**config.mk**
```make
export PLATFORM = sky130hd
export DESIGN_NAME = aes_ctrl_seq
export DESIGN_NICKNAME = d
export VERILOG_FILES = /design/src/rtl/aes_ctrl_pkg.sv /design/src/rtl/aes_ctrl_rfifo.sv /design/src/rtl/aes_ctrl_seq.sv
export SDC_FILE = /design/constraint.sdc
export NUM_CORES = 1
export LEC_CHECK = 0
export BUFFER_PORTS_ARGS = -buffer_cell sky130_fd_sc_hd__buf_2
export CORE_MARGIN = 2
export CORE_UTILIZATION = 60
export CTS_CLUSTER_DIAMETER = 100
export CTS_CLUSTER_SIZE = 28
export DETAILED_ROUTE_END_ITERATION = 6
export PLACE_DENSITY = 0.89
export SLEW_MARGIN = 15
export SYNTH_ARGS = -nofsm -noshare
export SYNTH_HDL_FRONTEND = slang
export SYNTH_HIERARCHICAL = 1
export SYNTH_SLANG_ARGS = --single-unit
export TNS_END_PERCENT = 30
```
**constraint.sdc**
```tcl
create_clock -name clk -period 7.3 [get_ports clk]
set_input_delay 1.46 -clock clk [delete_from_list [all_inputs] [get_ports clk]]
set_output_delay 1.46 -clock clk [all_outputs]
set_load 0.03 [all_outputs]
```
**src/rtl/aes_ctrl_pkg.sv**
```systemverilog
// Shared definitions for the AES control sequencer.
// Contents: sequencer state enum, default block width, pointer-width helper.
package aes_ctrl_pkg;

  typedef enum logic [1:0] {
    StIdle  = 2'd0,
    StStart = 2'd1,
    StWait  = 2'd2
  } aes_state_e;

  localparam int unsigned DefaultDataW = 128;

  // Bits needed to index `value` entries; never less than 1.
  function automatic int unsigned log2_ceil(int unsigned value);
    int unsigned width;
    width = 1;
    while ((32'd1 << width) < value) begin
      width = width + 1;
    end
    return width;
  endfunction

endpackage

```
**src/rtl/aes_ctrl_rfifo.sv**
```systemverilog
// Result FIFO between the AES core and the TX drain.
// Ports:
//   clk_i, rst_ni   clock, asynchronous active-low reset (empties the FIFO)
//   push_i, wdata_i write strobe and data
//   pop_i           read strobe; rdata_o is the show-ahead head
//   count_o         current number of stored entries
// Depth must be a power of two so the pointers wrap naturally.
module aes_ctrl_rfifo
  import aes_ctrl_pkg::*;
#(
  parameter int unsigned DataW = DefaultDataW,
  parameter int unsigned Depth = 4
) (
  input  logic                              clk_i,
  input  logic                              rst_ni,
  input  logic                              push_i,
  input  logic [DataW-1:0]                  wdata_i,
  input  logic                              pop_i,
  output logic [DataW-1:0]                  rdata_o,
  output logic [log2_ceil(Depth+1)-1:0]     count_o
);

  localparam int unsigned AddrW = log2_ceil(Depth);
  localparam int unsigned CntW  = log2_ceil(Depth + 1);

  logic [DataW-1:0] mem_q [Depth];
  logic [AddrW-1:0] wptr_q, wptr_d;
  logic [AddrW-1:0] rptr_q, rptr_d;
  logic [CntW-1:0]  count_q, count_d;

  always_comb begin
    wptr_d  = wptr_q;
    rptr_d  = rptr_q;
    count_d = count_q;
    if (push_i) wptr_d = wptr_q + AddrW'(1);
    if (pop_i)  rptr_d = rptr_q + AddrW'(1);
    if (push_i && !pop_i) begin
      count_d = count_q + CntW'(1);
    end else if (!push_i && pop_i) begin
      count_d = count_q - CntW'(1);
    end
  end

  always_ff @(posedge clk_i or negedge rst_ni) begin
    if (!rst_ni) begin
      wptr_q  <= '0;
      rptr_q  <= '0;
      count_q <= '0;
    end else begin
      wptr_q  <= wptr_d;
      rptr_q  <= rptr_d;
      count_q <= count_d;
    end
  end

  // Storage needs no reset; the count gates every read.
  always_ff @(posedge clk_i) begin
    if (push_i) mem_q[wptr_q] <= wdata_i;
  end

  assign rdata_o = mem_q[rptr_q];
  assign count_o = count_q;

  // Admission control upstream reserves a slot for every block in flight.
  push_not_full_a : assert property (@(posedge clk_i) disable iff (!rst_ni)
                                     !(push_i && (count_q == CntW'(Depth))));

endmodule

```
**src/rtl/aes_ctrl_seq.sv**
```systemverilog
// AES control sequencer: pops blocks from the RX FIFO, launches the AES core one block at a
// time, buffers results in a local FIFO and drains them to TX independently of the FSM.
// Ports:
//   clk, reset (async, active-low)
//   d_in_rx, rx_empty, rx_rd        RX FIFO head / empty / pop strobe
//   d_out_aes, aes_start            block and launch pulse to the AES core
//   aes_done, d_in_aes              AES completion pulse and result
//   d_out_tx, tx_wr, tx_hasSpace    TX data, write strobe, flow control
//   busy, blk_count, timeout_err    status
// Optional feature: define AES_CTRL_TIMEOUT_EN to enable the WAIT-state watchdog
// (TIMEOUT_CYC cycles); otherwise timeout_err is tied low.
module aes_ctrl_seq
  import aes_ctrl_pkg::*;
#(
  parameter int unsigned DATA_W      = DefaultDataW,
  parameter int unsigned OUT_DEPTH   = 4,
  parameter int unsigned CNT_W       = 16,
  parameter int unsigned TIMEOUT_CYC = 1024
) (
  input  logic              clk,
  input  logic              reset,
  input  logic [DATA_W-1:0] d_in_rx,
  input  logic              rx_empty,
  output logic              rx_rd,
  output logic [DATA_W-1:0] d_out_aes,
  output logic              aes_start,
  input  logic              aes_done,
  input  logic [DATA_W-1:0] d_in_aes,
  output logic [DATA_W-1:0] d_out_tx,
  output logic              tx_wr,
  input  logic              tx_hasSpace,
  output logic              busy,
  output logic [CNT_W-1:0]  blk_count,
  output logic              timeout_err
);

  localparam int unsigned FifoCntW = log2_ceil(OUT_DEPTH + 1);

  aes_state_e state_q, state_d;
  logic              rx_rd_q, rx_rd_d;
  logic              aes_start_q, aes_start_d;
  logic [DATA_W-1:0] d_out_aes_q, d_out_aes_d;
  logic [DATA_W-1:0] d_out_tx_q, d_out_tx_d;
  logic              tx_wr_q, tx_wr_d;
  logic [CNT_W-1:0]  blk_count_q, blk_count_d;

  logic                push, drain, admit, wd_expired;
  logic [31:0]         occ_after;
  logic [DATA_W-1:0]   fifo_head;
  logic [FifoCntW-1:0] fifo_count;

  aes_ctrl_rfifo #(
    .DataW (DATA_W),
    .Depth (OUT_DEPTH)
  ) u_rfifo (
    .clk_i   (clk),
    .rst_ni  (reset),
    .push_i  (push),
    .wdata_i (d_in_aes),
    .pop_i   (drain),
    .rdata_o (fifo_head),
    .count_o (fifo_count)
  );

  // Drain side: registered TX strobe, independent of the FSM.
  always_comb begin
    drain       = (fifo_count != '0) && tx_hasSpace;
    tx_wr_d     = drain;
    d_out_tx_d  = drain ? fifo_head : d_out_tx_q;
    blk_count_d = blk_count_q + CNT_W'(drain);
  end

  // A same-edge drain already frees its slot, so count it before admitting.
  always_comb begin
    occ_after = 32'(fifo_count) + 32'd1 - 32'(drain);
    admit     = (state_q == StIdle) && !rx_empty && (occ_after <= OUT_DEPTH);
  end

  always_comb begin
    state_d     = state_q;
    rx_rd_d     = 1'b0;
    aes_start_d = 1'b0;
    d_out_aes_d = d_out_aes_q;
    push        = 1'b0;
    unique case (state_q)
      StIdle: begin
        if (admit) begin
          state_d     = StStart;
          rx_rd_d     = 1'b1;
          aes_start_d = 1'b1;
          d_out_aes_d = d_in_rx;
        end
      end
      StStart: state_d = StWait;
      StWait: begin
        if (aes_done) begin
          push    = 1'b1;
          state_d = StIdle;
        end else if (wd_expired) begin
          state_d = StIdle;
        end
      end
      default: state_d = StIdle;
    endcase
  end

  always_ff @(posedge clk or negedge reset) begin
    if (!reset) begin
      state_q     <= StIdle;
      rx_rd_q     <= 1'b0;
      aes_start_q <= 1'b0;
      d_out_aes_q <= '0;
      d_out_tx_q  <= '0;
      tx_wr_q     <= 1'b0;
      blk_count_q <= '0;
    end else begin
      state_q     <= state_d;
      rx_rd_q     <= rx_rd_d;
      aes_start_q <= aes_start_d;
      d_out_aes_q <= d_out_aes_d;
      d_out_tx_q  <= d_out_tx_d;
      tx_wr_q     <= tx_wr_d;
      blk_count_q <= blk_count_d;
    end
  end

`ifdef AES_CTRL_TIMEOUT_EN
  localparam int unsigned WdW = log2_ceil(TIMEOUT_CYC + 1);

  logic [WdW-1:0] wd_q, wd_d;
  logic           timeout_q, timeout_d;

  // wd_q counts completed WAIT cycles; expiry fires on the TIMEOUT_CYC-th one.
  always_comb begin
    wd_d = wd_q;
    if (state_q == StStart) begin
      wd_d = '0;
    end else if (state_q == StWait) begin
      wd_d = wd_q + WdW'(1);
    end
    wd_expired = (state_q == StWait) && !aes_done && (wd_q == WdW'(TIMEOUT_CYC - 1));
    timeout_d  = timeout_q | wd_expired;
  end

  always_ff @(posedge clk or negedge reset) begin
    if (!reset) begin
      wd_q      <= '0;
      timeout_q <= 1'b0;
    end else begin
      wd_q      <= wd_d;
      timeout_q <= timeout_d;
    end
  end

  assign timeout_err = timeout_q;
`else
  logic unused_timeout_cyc;
  assign unused_timeout_cyc = ^TIMEOUT_CYC;
  assign wd_expired         = 1'b0;
  assign timeout_err        = 1'b0;
`endif

  assign rx_rd     = rx_rd_q;
  assign aes_start = aes_start_q;
  assign d_out_aes = d_out_aes_q;
  assign d_out_tx  = d_out_tx_q;
  assign tx_wr     = tx_wr_q;
  assign blk_count = blk_count_q;
  assign busy      = (state_q != StIdle) || (fifo_count != '0);

endmodule

```
==> results of run 1 <==
-- metal layers --
layer | vias up | global-route usage [%]
li1 | 6230 | -
met1 | 7641 | 31.1
met2 | 588 | 44.3
met3 | 174 | 7.98
met4 | 40 | 12.1
met5 | - | 0
-- sequential cells by signal, indices dropped and copies added (netlist names) --
register and cells:
u_rfifo/rptr_q 2, d_out_tx 128, blk_count 16, u_rfifo/mem_q 512, state_q 2, d_out_aes 128
u_rfifo/count_o 3, tx_wr 1, u_rfifo/wptr_q 2, aes_start 1
-- final timing paths --
check	startpoint	to	slack, ns	cells past startpoint
min in group asynchronous	reset	d_out_aes[63]	0.89	1
worst max register to register	u_rfifo/count_o[0]	d_out_aes[85]	3.57	9
worst min register to register	blk_count[15]	blk_count[15]	0.48	1
worst min-delay path	blk_count[15]	blk_count[15]	0.48	1
max in group asynchronous	reset	u_rfifo/rptr_q[0]	4.78	2
worst max-delay path	tx_hasSpace	d_out_aes[85]	3.50	9
-- cell usage in the layout, fill, tap and decap left out, drive strengths merged, types with 2 or more instances in the layout --
cell    instances
o21ai           2
nand3           5
nor3            6
nand2           8
diode          10
xnor2           6
mux2          257
nor4            4
mux4          128
xor2           14
clkbuf         54
nor2            7
dfrtp         283
inv            10
edfxtp        512
nand4           3
ha             10
nand2b          2
clkinv          2
and2            4
buf           555
-- critical path, delay by kind of cell --
kind | cells | cell delay [ns]
muxes | 1 | 0.43
adders and majority gates | 3 | 0.81
AOI/OAI and AO/OA | 1 | 0.15
and+or+nand+nor | 2 | 0.47
buffers and inverters | 2 | 0.66
-- metrics by stage --
stage | cells | hold WS (ns)
after floorplan | 1323 | 0.470
after global placement | 2482 | 0.453
after detailed placement | 2482 | 0.458
after CTS | 2540 | 0.476
after global routing | 2545 | 0.503
final | 2551 | 0.478
-- kinds of logic (layout without fill, tap and decap cells) --
family / count (synthesis) / in the layout / synth area share (%)
other cells: 1 / 11 / 0.0126
compound gates: 2 / 2 / 0.0463
fa+ha+maj: 11 / 11 / 0.489
mux: 386 / 386 / 20.7
xor+xnor: 20 / 20 / 0.590
flops: 795 / 795 / 75.6
buf+inv: 68 / 622 / 1.82
simple gates: 40 / 40 / 0.712
-- power by group through the flow --
stage	Clock (mW)	Sequential, mW	Combinational [mW]
2_1_floorplan	0	7.88	2.80
3_3_place_gp	0	6.57	5.61
3_5_place_dp	0	6.62	5.74
4_1_cts	2.28	6.54	5.77
5_1_grt	2.44	6.60	6.04
6_report	2.24	6.49	5.76
-- area by class of cell --
class / count / share of cell area (%)
clock buffer: 54 / 2.79
antenna: 10 / 0.0737
tap: 664 / 2.45
clock inverter: 4 / 0.140
timing repair buffer: 555 / 8.43
inverter: 9 / 0.0995
sequential: 795 / 66.2
multi-input combinational: 460 / 19.8
==> flow_metrics.env, run 1 <==
export IMPL_cts_root_buffer="clkbuf_16"
export IMPL_wl_met1_mm=23.6
export IMPL_drive_above_1_share_pct=52.7
export IMPL_slew_headroom_pct=29.6
export IMPL_dieHeight_um=226
export IMPL_numPortBuffers=536
export IMPL_cts_clk_slew_worst_paths_ns=0.11
export IMPL_setup_violations=0
export IMPL_core_area_um2=49000
export IMPL_startpoint_type="input pin"
export IMPL_leakage_nw=13.4
export IMPL_syn_area_um2=29700
export IMPL_wl_met2_mm=34.6
export IMPL_dpl_instance_area_um2=32900
export IMPL_seqPwrFrac_pct=44.8
export IMPL_via_count=14700
export IMPL_syn_num_nets=1595
export IMPL_antenna_found_initial=35
export IMPL_synth_area_leader_cell="edfxtp_1"
export IMPL_clock_power_share_pct=15.4
export IMPL_peakVddDrop_mv=0.308
export IMPL_syn_mean_instance_area_um2=22.4
export IMPL_place_congestion=0.864
export IMPL_multi_input_area_um2=6730
export IMPL_p_int_mw=9.19
export IMPL_yosys_top_cells_area="edfxtp_1, dfrtp_1, mux4_2"
export IMPL_switching_power_mw=5.29
export IMPL_wl_mm=67.7
export IMPL_yosysTopAreaCellShare_pct=51.8
export IMPL_tightest_slew_ns=1.06
export IMPL_drtIter0Drc=1224
export IMPL_yosysWarnings=6
export IMPL_synth_edf_count=512
export IMPL_grt_usage_pct=26.2
export IMPL_cts_num_sinks=795
export IMPL_synth_top_cells_by_count="edfxtp_1, dfrtp_1, mux2_2, mux4_2, mux2_4"
export IMPL_post_cts_buffers=0
export IMPL_register_area_um2=22500
export IMPL_outcome="completed"
export IMPL_start_util_pct=60.7
export IMPL_drtAntennaViolNets=0
export IMPL_post_place_ws_ns=2.96
export IMPL_dieArea_um2=51300
export IMPL_fin_skew_ns=0.0200
export IMPL_slowest_stage="buf_12"
export IMPL_dp_hpwl_mm=46.0
export IMPL_die_x_um=226
export IMPL_nets=2127
export IMPL_grt_max_degree=131
export IMPL_cp_max_fo=130
export IMPL_timing_fmax_ghz=0.263
export IMPL_final_util_pct=69.3
export IMPL_yosysMostFrequentCell="edfxtp_1"
export IMPL_ys_async_sr_fraction_pct=35.6
export IMPL_finalHoldViolations=0
export IMPL_cts_resized=0
export IMPL_hold_path_class="register to register"
export IMPL_drc=0
export IMPL_rsz0062_at_grt="false"
export IMPL_htree_num_levels=2
export IMPL_grt_pass1_vias=15200
export IMPL_cts_buffer_depth=3
export IMPL_overflow=0
export IMPL_finalSetupTns_ns=0
export IMPL_synthFlopType="edfxtp_1"
export IMPL_finalMaxSlewViolations=0
export IMPL_p_per_area_nw_per_um2=427
export IMPL_ctsHoldBuffers=0
export IMPL_io_pins=538
export IMPL_cp_cell_sequence="buf_2 > nand2b_4 > ha_1 > ha_1 > ha_1 > nor3b_1 > o21ai_4 > buf_12 > mux2_2"
export IMPL_critical_path_class="input pin to register"
export IMPL_critPathArrivalTime_ns=4.28
export IMPL_num_rows=81
export IMPL_synth_cell_types=30
export IMPL_cap_viol_max_count=0
export IMPL_combPwrFrac_pct=39.8
export IMPL_min_period_over_period_pct=52.0
export IMPL_design_area_um2=33900
export IMPL_grt_pass1_wl_mm=97.3
export IMPL_slowest_delay_ns=0.55
export IMPL_cts_tree="yes"
export IMPL_min_period_ns=3.80
export IMPL_area_delta_synth_final_pct=14.3
export IMPL_setup_worst_path_end_class="register"
export IMPL_cts_buffers=34
export IMPL_wl_met3_mm=5.67
export IMPL_setup_ws_ns=3.50
export IMPL_drt_pass1_iter_count=5
export IMPL_viasPerCell=5.75
export IMPL_top_layer="met5"
export IMPL_clock_latency_ns=0.59
export IMPL_seq_area_frac_synth_pct=75.6
export IMPL_synth_seq_cells=795
export IMPL_netlist_instances=1323
export IMPL_wire_per_inst_um=26.5
export IMPL_cp_required_ns=7.78
export IMPL_swShare_pct=36.5
export IMPL_cpMostUsedCell="ha_1"
export IMPL_finalPower_mw=14.5
export IMPL_n_fill_cell=3013
Note: power is estimated with default switching activity, not from simulation.
==> inputs of run 2 (changes only) <==
- ABC_AREA: not set -> 1
- CORE_UTILIZATION: 60 -> 56
- PLACE_DENSITY: 0.89 -> 0.84
- clock period: 7.3 -> 3.6 ns (I/O delays scaled with it)
==> flow_metrics.env, run 2 <==
export IMPL_cts_buffer_depth=3
export IMPL_hold_path_class="input pin to asynchronous set/reset pin"
export IMPL_htree_num_levels=2
export IMPL_setup_worst_path_end_class="register"
export IMPL_seqPwrFrac_pct=43.3
export IMPL_synth_top_cells_by_count="nand2_1, edfxtp_1, inv_1, dfrtp_1, o211ai_1"
export IMPL_io_pins=538
export IMPL_register_area_um2=22500
export IMPL_reg2reg_to="d_out_aes[109]"
export IMPL_cap_viol_max_count=0
export IMPL_yosysWarnings=6
export IMPL_num_rows=87
export IMPL_drive_above_1_share_pct=19.6
export IMPL_min_period_ns=2.84
export IMPL_grt_max_degree=132
export IMPL_rsz0062_at_grt="false"
export IMPL_post_cts_buffers=0
export IMPL_die_x_um=242
export IMPL_setup_violations=0
export IMPL_r2r_setup_slack_ns=0.76
export IMPL_start_util_pct=56.5
export IMPL_syn_area_um2=31700
export IMPL_post_place_ws_ns=0.672
export IMPL_seq_area_frac_synth_pct=70.8
export IMPL_whs_ns=0.0796
export IMPL_setup_ws_ns=0.764
export IMPL_critPathArrivalTime_ns=3.30
export IMPL_grt_usage_pct=26.0
export IMPL_p_int_mw=17.3
export IMPL_cts_root_buffer="clkbuf_16"
export IMPL_synth_area_leader_cell="edfxtp_1"
export IMPL_drtIter0Drc=1834
export IMPL_synth_edf_count=512
export IMPL_dieArea_um2=58500
export IMPL_cts_buffers=34
export IMPL_viasPerCell=5.36
export IMPL_reg2reg_from="u_rfifo/count_o[0]"
export IMPL_cts_resized=0
export IMPL_combPwrFrac_pct=41.4
export IMPL_cts_clk_slew_worst_paths_ns=0.10
export IMPL_outcome="completed"
export IMPL_largest_reg_flops=512
export IMPL_fin_skew_ns=0.0302
export IMPL_drc=0
export IMPL_netlist_instances=2753
export IMPL_core_area_um2=56200
export IMPL_swShare_pct=42.8
export IMPL_yosysMostFrequentCell="nand2_1"
export IMPL_peakVddDrop_mv=0.669
export IMPL_drtAntennaViolNets=0
export IMPL_numPortBuffers=536
export IMPL_clock_latency_ns=0.60
export IMPL_synthFlopType="edfxtp_1"
export IMPL_drt_pass1_iter_count=5
export IMPL_overflow=0
export IMPL_yosys_top_cells_area="edfxtp_1, dfrtp_1, nand2_1"
export IMPL_clock_power_share_pct=15.2
export IMPL_ys_async_sr_fraction_pct=35.6
export IMPL_synth_cell_types=23
export IMPL_critical_path_class="register to register"
export IMPL_synth_seq_cells=795
export IMPL_final_cell_mix="nand2_1, buf_2, edfxtp_1"
export IMPL_stdcell_count=4005
export IMPL_min_period_over_period_pct=78.8
export IMPL_finalMaxSlewViolations=0
export IMPL_cp_required_ns=4.07
export IMPL_largest_register="u_rfifo/mem_q"
export IMPL_nets=3484
export IMPL_syn_mean_instance_area_um2=11.5
export IMPL_cts_num_sinks=795
export IMPL_multi_input_area_um2=7040
export IMPL_tightest_slew_ns=0.861
export IMPL_dp_cells=3932
export IMPL_grt_pass1_vias=21100
export IMPL_slew_headroom_pct=42.6
export IMPL_finalHoldViolations=0
export IMPL_startpoint_type="register"
export IMPL_leakage_nw=16.5
export IMPL_dp_hpwl_mm=50.9
export IMPL_wire_per_inst_um=19.2
export IMPL_syn_num_nets=3025
export IMPL_finalSetupTns_ns=0
export IMPL_ctsHoldBuffers=0
export IMPL_n_fill_cell=4091
export IMPL_cp_max_fo=68
export IMPL_antenna_found_initial=25
export IMPL_p_per_area_nw_per_um2=841
export IMPL_grt_pass1_wl_mm=118
export IMPL_via_count=21500
export IMPL_area_delta_synth_final_pct=13.3
export IMPL_place_congestion=0.917
export IMPL_wl_mm=76.8
export IMPL_reg2reg_depth=10
export IMPL_final_common_cell="nand2_1"
export IMPL_dieHeight_um=242
export IMPL_timing_fmax_ghz=0.353
export IMPL_cts_tree="yes"
export IMPL_yosysTopAreaCellShare_pct=48.5
export IMPL_switching_power_mw=12.9
==> run 2: cell type report <==
type	instances	share of cell area (%)
clock inverters	5	0.136
multi-input cells	1514	19.6
flip-flops and latches	795	62.5
repair buffers	581	9.27
well taps	756	2.63
clock buffers	56	2.74
inverters	286	3.05
diodes	12	0.0836
==> run 2: metal layers <==
layer	vias to the layer above	part of all wire, %	wire (µm)	GRT usage, %
met3	175	7.4	5710	5.27
met4	24	3.8	2950	11.2
met2	830	52	39600	45.9
met1	10400	37	28400	31.2
met5	-	0.23	176	0
li1	10000	-	-	-
==> run 2: cell families (layout without fill, tap and decap cells) <==
family                     count (synthesis)  after routing  share of synthesized area [%]
buffers and inverters                    444            928                           7.07
xor gates and xnor gates                  11             11                          0.304
DFF                                      795            795                           70.8
adders and majority gates                 11             11                          0.458
AOI/OAI and AO/OA                        262            262                           6.17
and+or+nand+nor                         1229           1229                           15.2
other                                      1             13                         0.0118
==> run 2: per-stage QoR <==
step / util [%] / area (µm²) / power (mW)
6_report: 64.0 / 35900 / 30.2
4_1_cts: 63.9 / 35900 / 30.4
5_1_grt: 64.0 / 35900 / 31.9
2_1_floorplan: - / 31700 / 22.3
3_5_place_dp: 62.1 / 34900 / 25.8
3_3_place_gp: 62.1 / 34900 / 25.4
==> run 2: worst max-delay path by stage <==
stage	start	depth (start not counted)	to	slack, ns
floorplan	aes_done	5	u_rfifo/mem_q[2][0]	-0.56
global placement	tx_hasSpace	9	d_out_aes[15]	0.75
detailed placement	tx_hasSpace	9	d_out_aes[114]	0.67
CTS	u_rfifo/count_o[0]	10	d_out_aes[109]	0.81
global route	u_rfifo/count_o[0]	10	d_out_aes[16]	0.64
finish	u_rfifo/count_o[0]	10	d_out_aes[109]	0.76
==> run 2: power by group through the flow <==
stage,logic [mW],clock network (mW),registers [mW]
after floorplan,6.45,0,15.8
after CTS,12.6,4.71,13.1
after global routing,13.6,5.02,13.3
final,12.5,4.60,13.1
after global placement,12.2,0,13.2
after detailed placement,12.6,0,13.3
==> run 2: worst max-delay path, cell delays in order, from the launching register on <==
cell     delay [ns]
dfrtp_1        0.46
inv_1          0.09
nand3_1        0.14
nand2_4        0.06
ha_1           0.20
ha_1           0.31
o21ai_4        0.63
nand2_4        0.32
buf_12         0.30
nand2_1        0.11
nand2_1        0.05
